`src/rtl/lsu_if.sv`:
```
// ============================================================================
// Module  : lsu_if
// Brief   : Bundles the execute-side request, memory bus and writeback signals
//           of the load/store unit.
// Revision: 1.0
// ============================================================================
`default_nettype none

interface lsu_if #(
    parameter int DATA_WIDTH = 32
);
    // Execute-side request
    logic                  req_valid_i;
    logic                  req_ready_o;
    logic                  we_i;
    logic [1:0]            size_i;
    logic                  sign_ext_i;
    logic [DATA_WIDTH-1:0] addr_i;
    logic [DATA_WIDTH-1:0] wdata_i;
    logic [4:0]            rd_i;

    // Memory bus
    logic                  data_req_o;
    logic                  data_gnt_i;
    logic [DATA_WIDTH-1:0] data_addr_o;
    logic                  data_we_o;
    logic [3:0]            data_be_o;
    logic [DATA_WIDTH-1:0] data_wdata_o;
    logic                  data_rvalid_i;
    logic [DATA_WIDTH-1:0] data_rdata_i;

    // Writeback and error
    logic                  wb_valid_o;
    logic [4:0]            wb_rd_o;
    logic [DATA_WIDTH-1:0] wb_data_o;
    logic                  err_o;

    // The LSU itself
    modport slave (
        input  req_valid_i, we_i, size_i, sign_ext_i, addr_i, wdata_i, rd_i,
        input  data_gnt_i, data_rvalid_i, data_rdata_i,
        output req_ready_o, data_req_o, data_addr_o, data_we_o, data_be_o, data_wdata_o,
        output wb_valid_o, wb_rd_o, wb_data_o, err_o
    );

    // Execute stage plus memory system surrounding the LSU
    modport master (
        output req_valid_i, we_i, size_i, sign_ext_i, addr_i, wdata_i, rd_i,
        output data_gnt_i, data_rvalid_i, data_rdata_i,
        input  req_ready_o, data_req_o, data_addr_o, data_we_o, data_be_o, data_wdata_o,
        input  wb_valid_o, wb_rd_o, wb_data_o, err_o
    );
endinterface

`default_nettype wire

```
`src/rtl/lsu.sv`:
```
// ============================================================================
// Module  : lsu
// Brief   : Single-outstanding load/store unit with byte-lane placement and
//           load extraction/extension.
// Revision: 1.0
// ============================================================================
`default_nettype none

module lsu #(
    parameter int DATA_WIDTH = 32
) (
    input  logic  clk_i,
    input  logic  rst_i,
    lsu_if.slave  bus
);

    typedef enum logic [1:0] {
        IDLE = 2'd0,
        REQ  = 2'd1,
        WAIT = 2'd2
    } state_t;

    state_t                state;
    state_t                state_next;
    logic                  req_ready;
    logic                  data_req;
    logic                  resp_done;
    logic                  accept;
    logic                  misaligned;

    logic [3:0]            be_new;
    logic [DATA_WIDTH-1:0] wdata_new;
    logic [DATA_WIDTH-1:0] load_shift;
    logic [DATA_WIDTH-1:0] load_data;

    logic [DATA_WIDTH-1:0] mem_addr;
    logic                  mem_we;
    logic [3:0]            mem_be;
    logic [DATA_WIDTH-1:0] mem_wdata;
    logic [1:0]            ld_size;
    logic                  ld_sext;
    logic [1:0]            ld_off;
    logic [4:0]            ld_rd;
    logic                  wb_valid;
    logic [4:0]            wb_rd;
    logic [DATA_WIDTH-1:0] wb_data;
    logic                  err;

    assign accept = bus.req_valid_i && req_ready;

    always_comb begin
        case (bus.size_i)
            2'b00:   misaligned = 1'b0;
            2'b01:   misaligned = bus.addr_i[0];
            2'b10:   misaligned = |bus.addr_i[1:0];
            default: misaligned = 1'b1;
        endcase
    end

    // Lane placement computed from the raw request so it can be registered at accept.
    always_comb begin
        be_new    = 4'b1111;
        wdata_new = bus.wdata_i;
        case (bus.size_i)
            2'b00: begin
                be_new    = 4'b0001 << bus.addr_i[1:0];
                wdata_new = {(DATA_WIDTH/8){bus.wdata_i[7:0]}};
            end
            2'b01: begin
                be_new    = 4'b0011 << bus.addr_i[1:0];
                wdata_new = {(DATA_WIDTH/16){bus.wdata_i[15:0]}};
            end
            default: ;
        endcase
    end

    assign load_shift = bus.data_rdata_i >> {ld_off, 3'b000};

    always_comb begin
        case (ld_size)
            2'b00:   load_data = {{(DATA_WIDTH-8){ld_sext & load_shift[7]}}, load_shift[7:0]};
            2'b01:   load_data = {{(DATA_WIDTH-16){ld_sext & load_shift[15]}}, load_shift[15:0]};
            default: load_data = load_shift;
        endcase
    end

    always_ff @(posedge clk_i) begin
        if (rst_i) begin
            state <= IDLE;
        end else begin
            state <= state_next;
        end
    end

    always_comb begin
        state_next = state;
        req_ready  = 1'b0;
        data_req   = 1'b0;
        resp_done  = 1'b0;
        case (state)
            IDLE: begin
                req_ready = 1'b1;
                if (bus.req_valid_i && !misaligned) begin
                    state_next = REQ;
                end
            end
            REQ: begin
                data_req = 1'b1;
                if (bus.data_gnt_i) begin
                    state_next = WAIT;
                end
            end
            WAIT: begin
                if (bus.data_rvalid_i) begin
                    resp_done  = 1'b1;
                    state_next = IDLE;
                end
            end
            default: state_next = IDLE;
        endcase
    end

    always_ff @(posedge clk_i) begin
        if (rst_i) begin
            mem_addr  <= '0;
            mem_we    <= 1'b0;
            mem_be    <= 4'b0000;
            mem_wdata <= '0;
            ld_size   <= 2'b00;
            ld_sext   <= 1'b0;
            ld_off    <= 2'b00;
            ld_rd     <= 5'd0;
            wb_valid  <= 1'b0;
            wb_rd     <= 5'd0;
            wb_data   <= '0;
            err       <= 1'b0;
        end else begin
            err      <= accept && misaligned;
            wb_valid <= 1'b0;
            if (accept && !misaligned) begin
                mem_addr  <= {bus.addr_i[DATA_WIDTH-1:2], 2'b00};
                mem_we    <= bus.we_i;
                mem_be    <= be_new;
                mem_wdata <= wdata_new;
                ld_size   <= bus.size_i;
                ld_sext   <= bus.sign_ext_i;
                ld_off    <= bus.addr_i[1:0];
                ld_rd     <= bus.rd_i;
            end
            // Stores complete silently; only loads produce a writeback.
            if (resp_done && !mem_we) begin
                wb_valid <= 1'b1;
                wb_rd    <= ld_rd;
                wb_data  <= load_data;
            end
        end
    end

    assign bus.req_ready_o  = req_ready;
    assign bus.data_req_o   = data_req;
    assign bus.data_addr_o  = mem_addr;
    assign bus.data_we_o    = mem_we;
    assign bus.data_be_o    = mem_be;
    assign bus.data_wdata_o = mem_wdata;
    assign bus.wb_valid_o   = wb_valid;
    assign bus.wb_rd_o      = wb_rd;
    assign bus.wb_data_o    = wb_data;
    assign bus.err_o        = err;

endmodule

`default_nettype wire

```
`src/flat_wrapper.sv`:
```
// flat-port wrapper written by rule: the top's interface ports become plain ports
module lsu_flat 
#(
    parameter int DATA_WIDTH = 32
)
  (clk_i, rst_i, bus_req_valid_i, bus_we_i, bus_size_i, bus_sign_ext_i, bus_addr_i, bus_wdata_i, bus_rd_i, bus_data_gnt_i, bus_data_rvalid_i, bus_data_rdata_i, bus_req_ready_o, bus_data_req_o, bus_data_addr_o, bus_data_we_o, bus_data_be_o, bus_data_wdata_o, bus_wb_valid_o, bus_wb_rd_o, bus_wb_data_o, bus_err_o);
  lsu_if #(.DATA_WIDTH(DATA_WIDTH)) bus_i ();
  input  logic clk_i;
  input  logic rst_i;
  input wire logic [$bits(bus_i.req_valid_i)-1:0] bus_req_valid_i;
  input wire logic [$bits(bus_i.we_i)-1:0] bus_we_i;
  input wire logic [$bits(bus_i.size_i)-1:0] bus_size_i;
  input wire logic [$bits(bus_i.sign_ext_i)-1:0] bus_sign_ext_i;
  input wire logic [$bits(bus_i.addr_i)-1:0] bus_addr_i;
  input wire logic [$bits(bus_i.wdata_i)-1:0] bus_wdata_i;
  input wire logic [$bits(bus_i.rd_i)-1:0] bus_rd_i;
  input wire logic [$bits(bus_i.data_gnt_i)-1:0] bus_data_gnt_i;
  input wire logic [$bits(bus_i.data_rvalid_i)-1:0] bus_data_rvalid_i;
  input wire logic [$bits(bus_i.data_rdata_i)-1:0] bus_data_rdata_i;
  output wire logic [$bits(bus_i.req_ready_o)-1:0] bus_req_ready_o;
  output wire logic [$bits(bus_i.data_req_o)-1:0] bus_data_req_o;
  output wire logic [$bits(bus_i.data_addr_o)-1:0] bus_data_addr_o;
  output wire logic [$bits(bus_i.data_we_o)-1:0] bus_data_we_o;
  output wire logic [$bits(bus_i.data_be_o)-1:0] bus_data_be_o;
  output wire logic [$bits(bus_i.data_wdata_o)-1:0] bus_data_wdata_o;
  output wire logic [$bits(bus_i.wb_valid_o)-1:0] bus_wb_valid_o;
  output wire logic [$bits(bus_i.wb_rd_o)-1:0] bus_wb_rd_o;
  output wire logic [$bits(bus_i.wb_data_o)-1:0] bus_wb_data_o;
  output wire logic [$bits(bus_i.err_o)-1:0] bus_err_o;
  assign bus_i.req_valid_i = bus_req_valid_i;
  assign bus_i.we_i = bus_we_i;
  assign bus_i.size_i = bus_size_i;
  assign bus_i.sign_ext_i = bus_sign_ext_i;
  assign bus_i.addr_i = bus_addr_i;
  assign bus_i.wdata_i = bus_wdata_i;
  assign bus_i.rd_i = bus_rd_i;
  assign bus_i.data_gnt_i = bus_data_gnt_i;
  assign bus_i.data_rvalid_i = bus_data_rvalid_i;
  assign bus_i.data_rdata_i = bus_data_rdata_i;
  assign bus_req_ready_o = bus_i.req_ready_o;
  assign bus_data_req_o = bus_i.data_req_o;
  assign bus_data_addr_o = bus_i.data_addr_o;
  assign bus_data_we_o = bus_i.data_we_o;
  assign bus_data_be_o = bus_i.data_be_o;
  assign bus_data_wdata_o = bus_i.data_wdata_o;
  assign bus_wb_valid_o = bus_i.wb_valid_o;
  assign bus_wb_rd_o = bus_i.wb_rd_o;
  assign bus_wb_data_o = bus_i.wb_data_o;
  assign bus_err_o = bus_i.err_o;
  lsu #(.DATA_WIDTH(DATA_WIDTH)) u_core (.clk_i(clk_i), .rst_i(rst_i), .bus(bus_i));
endmodule
```
`config.mk`:
```
export PLATFORM = sky130hd
export DESIGN_NAME = lsu_flat
export DESIGN_NICKNAME = d
export VERILOG_FILES = /design/src/rtl/lsu_if.sv /design/src/rtl/lsu.sv /design/src/flat_wrapper.sv
export SDC_FILE = /design/constraint.sdc
export NUM_CORES = 1
export LEC_CHECK = 0
export CELL_PAD_IN_SITES_DETAIL_PLACEMENT = 0
export CELL_PAD_IN_SITES_GLOBAL_PLACEMENT = 2
export CORE_UTILIZATION = 21
export DETAILED_ROUTE_END_ITERATION = 10
export GPL_ROUTABILITY_DRIVEN = 0
export GPL_TIMING_DRIVEN = 0
export PLACE_DENSITY = 0.86
export SLEW_MARGIN = 20
export SYNTH_ARGS = -nofsm -noshare
export SYNTH_HDL_FRONTEND = slang
export SYNTH_SLANG_ARGS = --single-unit
```
`constraint.sdc`:
```
create_clock -name clk_i -period 1.7 [get_ports clk_i]
set_clock_uncertainty 0.15 [all_clocks]
set_input_delay 0.34 -clock clk_i [delete_from_list [all_inputs] [get_ports clk_i]]
set_output_delay 0.34 -clock clk_i [all_outputs]
set_load 0.02 [all_outputs]
```
# Yosys cells after proc, flatten, opt, wreduce, memory -nomap -nowiden
# Cells that the tools add are included.
# op_classes
n_eq_ne	8
n_shift	3
mux	13
n_bitwise	2
n_reduce_logical	12
# op_table
cell	count
$pmux 32 s2	2
$shr 32x5->32	1
$pmux 4 s2	1
$eq 2x1->1 const B	3
$logic_not 2->1	3
$mux 2	3
$pmux 2 s3	1
$logic_and 1x1->1	5
$mux 1	5
$eq 2x2->1 const B	2
$ne 2x2->1 const B	2
$shl 1x2->4 const A	1
$shl 2x2->4 const A	1
$pmux 1 s3	1
$reduce_and 3->1	1
$and 1x1->1	2
$logic_not 1->1	2
$ne 2x1->1 const B	1
$reduce_or 2->1	1
# word_totals
ff_bits	118
inputBits	110
out_inout_bits	110
wordCells	51

# Depth between registers and ports, before layout
# depth
depth_word	6
depth_mapped	7
depth_no_buf	4

# Worst setup path before layout
# Ideal clock, no wire load.
# synth_timing
path_kind	reg2reg
start	register u_core.ld_off[0]
end	register u_core.wb_data[14] (netlist: u_core.bus.wb_data_o[14])
setup_time_ps	117
t_arrival_ps	1375
required_ps	1433
slack_ps	58
path_stages_with_launch	5
path_buffers	0
period_less_slack_ps	1642
cell_sequence	dfxtp_1 -> mux4_1 -> nand2_1 -> a211oi_4 -> a22o_1
# synth_via
elab_chain_len	3
# synth_lines
element	line	source
start: declaration	lsu.sv:42	logic [1:0] ld_off;
start signal: assignment	lsu.sv:147	ld_off <= bus.addr_i[1:0];
$shr 32x5->32 *	lsu.sv:77	assign load_shift = bus.data_rdata_i >> {ld_off, 3'b000};
$and 1x1->1	lsu.sv:81	2'b00: load_data = {{(DATA_WIDTH-8){ld_sext & load_shift[7]}}, load_shift[7:0]};
$pmux 32 s2 *	lsu.sv:80	case (ld_size)
end signal: assignment	lsu.sv:154	wb_data <= load_data;
end: declaration	lsu.sv:46	logic [DATA_WIDTH-1:0] wb_data;
# Mark *: on every way between the ends. The rest lies on a longest branch, timed or not.
# A chain may end at the register's enable or synchronous reset.

# Worst setup path in the final report
# layout_timing
start	input port bus_addr_i[0]
end	register u_core.ld_off[0]
# layout_via
elab_chain_len	4
# layout_lines
element	line	source
start: declaration	flat_wrapper.sv:14	input wire logic [$bits(bus_i.addr_i)-1:0] bus_addr_i;
$reduce_or 2->1	lsu.sv:55	2'b10: misaligned = |bus.addr_i[1:0];
$pmux 1 s3	lsu.sv:52	case (bus.size_i)
$logic_not 1->1	lsu.sv:140	if (accept && !misaligned) begin
$logic_and 1x1->1	lsu.sv:140	
# Parallel ways exist; a longest one is shown, timed or not.

==> results_tabular.tex <==
\begin{tabular}{lr}
\hline
Metric & Value \\
\hline
\multicolumn{2}{l}{\textbf{CTS}} \\
\quad Clock transition at the registers of the reported paths & 0.06 ns \\
\quad Number of clock sinks & 118 \\
\quad Buffer levels on the longest clock path & 2 \\
\quad H-tree depth & 4 \\
\quad Master cell of the clock root buffer & clkbuf\_16 \\
\quad TritonCTS buffer count & 17 \\
\quad TritonCTS clock tree & built \\
\quad Clock latency on the worst-skew pair & 0.42 ns \\
\quad Cts hold-fix bufs & 0 \\
\multicolumn{2}{l}{\textbf{Logic synthesis}} \\
\quad Number of warning messages in the yosys log & 0 \\
\quad Count of distinct cell types in the synthesized netlist & 39 \\
\quad Syn Area/Cell & 8.445 um2 \\
\quad Sequential area share after synthesis & 0.4647 \\
\quad Post-synthesis sequential element count & 118 \\
\quad Post-synthesis instance area & 5084 um2 \\
\quad Syn Inst Count & 602 \\
\multicolumn{2}{l}{\textbf{Final layout}} \\
\quad Nets@finish & just under 1000 \\
\quad Most frequent standard cell in the layout excluding fill and tap cells & nand2\_1 \\
\quad Cell area after layout & 8967 um2 \\
\quad Leading cell types in the layout, fill and taps excluded & 132 x nand2\_1, 115 x dfxtp\_1, 112 x dlygate4sd2\_1 \\
\quad Area used by multi-input combinational logic & $\sim$2800 um2 \\
\quad Register cell area after layout & 2374 um2 \\
\quad Growth of design area from synthesis to finish & 76.40\% \\
\quad Layout cell share with drive strength beyond 1 & 0.2255 \\
\quad Filler cells & 2434 \\
\multicolumn{2}{l}{\textbf{STA}} \\
\quad Fin crit share & 1.024 \\
\quad Transition time of the tightest slew-check pin & approximately 0.64 ns \\
\quad Worst-case headroom to the max-slew limit & 0.5706 \\
\quad Final count of negative-setup-slack endpoints & 30 \\
\quad Final hold viol count & 0 \\
\quad Highest Clock Rate & roughly 570 MHz \\
\quad Setup repair after global routing missed its margin & true \\
\quad Final-report max-slew violation count & 0 \\
\quad Final hold slack & 0.2989 ns \\
\quad Post-layout worst setup margin & -0.04117 ns \\
\quad Period minus WS final & 1.741 ns \\
\multicolumn{2}{l}{\textbf{Power and ir drop}} \\
\quad Net Switching & 2.178 mW \\
\quad Cell internal pwr & 6.108 mW \\
\quad Static leakage & 3.756 nW \\
\quad Part of the total power dissipated in combinational logic & 0.181 \\
\quad Switching share of total power & 0.2629 \\
\quad Total power density per cell area & 924.0 nW/um2 \\
\quad Proportion of power drawn by flip-flops and latches & 0.357 \\
\quad Clock power share & 0.462 \\
\quad Peak VDD IR & 0.5972 mV \\
\multicolumn{2}{l}{\textbf{Floorplan}} \\
\quad Die area & 24830 um2 \\
\quad Floorplan Core Area & around 24000 um2 \\
\quad Initial core utilization & 0.2153 \\
\quad Chip width & 157.6 um \\
\quad Die Y-Extent & 157.6 um \\
\quad I/O pin cnt & 220 \\
\quad Floorplan row count & 56 \\
\multicolumn{2}{l}{\textbf{Placed design}} \\
\quad Detailed placement HPWL & 15.40 mm \\
\quad Post-Place Cell Area & 7659 um2 \\
\quad Worst setup slack before clock tree synthesis & -0.9469 ns \\
\quad Number of buffers inserted by port buffering & 217 \\
\multicolumn{2}{l}{\textbf{Setup path}} \\
\quad Worst Setup End Kind & flop \\
\quad Worst-path cell chain & dlygate4sd2\_1 -> nor3\_2 -> o21a\_1 -> buf\_6 -> buf\_12 -> buf\_12 -> nand2\_4 -> a21oi\_2 \\
\quad Data required time at the worst endpoint & 1.89 ns \\
\quad Signal arrival time at the worst endpoint & a little under 2 ns \\
\quad Cell family with the largest share of critical-path delay & buffers and inverters \\
\quad Number of buffer and inverter instances along the worst setup path & 4 \\
\quad Slowest cell on the critical path & dlygate4sd2\_1 \\
\quad Peak per-stage delay on the critical path & 0.40 ns \\
\quad Critical Path Most Common Cell & buf\_12 \\
\quad Startpoint class of the critical path & input port \\
\quad Setup Crit Path Kind & input port to flop \\
\quad Critical path peak fanout & 8 \\
\multicolumn{2}{l}{\textbf{Global routing}} \\
\quad First-pass GRT wire length & 30.76 mm \\
\quad Number of global-route vias before repair & 5191 \\
\quad Combined global-route utilization of all metal layers & 0.1675 \\
\quad Initial antenna violation count & 2 \\
\quad Final global-route overflow total & 0 \\
\quad Largest net degree at the start of global routing & 17 \\
\multicolumn{2}{l}{\textbf{Run status}} \\
\quad Result of the run & finished with violations \\
\quad Violations in the final reports & design-rule violations, negative setup slack \\
\multicolumn{2}{l}{\textbf{Run}} \\
\quad Count of max-cap constraint violations & 0 \\
\multicolumn{2}{l}{\textbf{Drt}} \\
\quad Via count & between 5000 and 6000 \\
\quad Detailed-router iteration count before antenna repair & 7 \\
\quad DRT Wirelength & 21.35 mm \\
\quad Routed length per instance & 17.96 um \\
\quad Number of DRC violations after detailed routing & 2 \\
\quad Initial drt markers & 179 \\
\quad Drt via density & 4.462 \\
\quad Detail Route Antenna Nets & 0 \\
\multicolumn{2}{l}{\textbf{Hold path}} \\
\quad HP Class & flop to flop \\
\hline
\end{tabular}
[synth_stat cells]
library cell	n	area [um2]
a211oi_1	15	112.6
a211oi_2	10	125.1
a211oi_4	1	20.02
a21oi_1	79	395.4
a22o_1	7	61.31
a22oi_1	1	7.510
a311oi_1	13	113.9
a31oi_2	1	12.51
and2b_1	1	7.510
and2b_2	1	8.760
and3_1	1	6.260
buf_1	1	3.750
buf_2	13	65.06
buf_4	9	67.56
buf_6	5	56.30
clkbuf_1	18	67.56
clkbuf_8	2	27.53
clkinv_1	1	3.750
conb_1	1	3.750
dfxtp_1	118	2362
inv_1	3	11.26
mux2_2	7	78.83
mux2i_1	33	330.3
mux4_1	1	26.28
nand2_1	163	611.8
nand2b_1	2	12.51
nand3_1	3	15.01
nand3b_1	2	15.01
nor2_1	47	176.4
nor2b_1	2	12.51
nor3_1	1	5.000
nor3b_2	1	12.51
nor4b_1	1	8.760
o211ai_1	16	120.1
o21a_1	1	7.510
o21ai_0	18	90.09
o21ai_1	1	5.000
o21bai_1	1	7.510
or2b_2	1	8.760
[final timing paths]
| check | from | endpoint | slack [ns] | cells past startpoint |
|---|---|---|---|---|
| max | bus_addr_i[0] | u_core.ld_off[0] | -0.04 | 8 |
| min | u_core.ld_rd[0] | u_core.bus.wb_rd_o[0] | 0.30 | 2 |
| max reg2reg | u_core.ld_off[0] | u_core.bus.wb_data_o[30] | -0.03 | 6 |
| min reg2reg | u_core.ld_rd[0] | u_core.bus.wb_rd_o[0] | 0.30 | 2 |
[power by group through the flow]
stage	Sequential [mW]	Clock (mW)	Combinational, mW
6_report	2.96	3.82	1.50
3_3_place_gp	3.02	0	1.33
3_5_place_dp	3.02	0	1.32
2_1_floorplan	3.15	0	0.478
5_1_grt	2.98	4.04	1.61
4_1_cts	2.96	3.91	1.30
[cells by family after synthesis]
| group | Yosys count | share of synthesized area |
|---|---|---|
| AND/OR/NAND/NOR | 226 | 0.1772 |
| buffers and inverters | 52 | 0.05956 |
| multiplexers | 41 | 0.08565 |
| other | 1 | 0.0007377 |
| AO/OA/AOI/OAI | 164 | 0.2122 |
| flip-flops | 118 | 0.4647 |
[metal layers]
layer  up-vias  track usage  routed length, um
li1       2595            -                  -
met1      2487       0.2016               9111
met4         2      0.03976                185
met2       208       0.2758              10020
met3        13      0.06926               2018
met5         -            0                 13
[state kept, by name (all words and copies together), names as in the netlist]
signal	flops
u_core.bus.data_wdata_o	32
u_core.bus.wb_data_o	32
u_core.bus.data_addr_o	30
u_core.bus.wb_rd_o	5
u_core.ld_rd	5
u_core.bus.data_be_o	4
u_core.ld_off	2
u_core.ld_size	2
u_core.state	2
u_core.bus.data_we_o	1
u_core.bus.err_o	1
u_core.bus.wb_valid_o	1
u_core.ld_sext	1
[final cells by class]
type,count,share of cell area
Antenna cell,1,0.0002791
Buffer,46,0.04409
Clock buffer,22,0.05177
Clock inverter,8,0.01660
Inverter,4,0.001674
Multi-Input combinational cell,433,0.3170
Sequential cell,118,0.2647
Tap cell,319,0.04451
Timing Repair Buffer,238,0.2594
[worst register-to-register path, cell delays in order, from the launching register on]
cell and delay, ns:
dfxtp_4 0.35, buf_6 0.13, mux2i_4 0.18, o211ai_1 0.27, a31oi_4 0.19, buf_4 0.18, a211oi_1 0.21
[stage by stage]
step                total power [mW]    util  cells  TNS, ns
detailed placement             4.345  0.3243   1139   -82.37
global placement               4.346  0.3243   1139   -81.73
CTS                            8.180  0.3537   1177  -0.3073
floorplan                      3.629       -    603        0
global route                   8.624  0.3797   1188   -4.634
finish                         8.286  0.3798   1189  -0.5507
[what timing repair did]
item,in CTS,in global routing
setup buffers,7,8
pin swaps,4,64
endpoints found under the setup margin,222,102
resized for setup,153,146
cloned,2,5
Note: power is estimated with default switching activity, not from simulation.
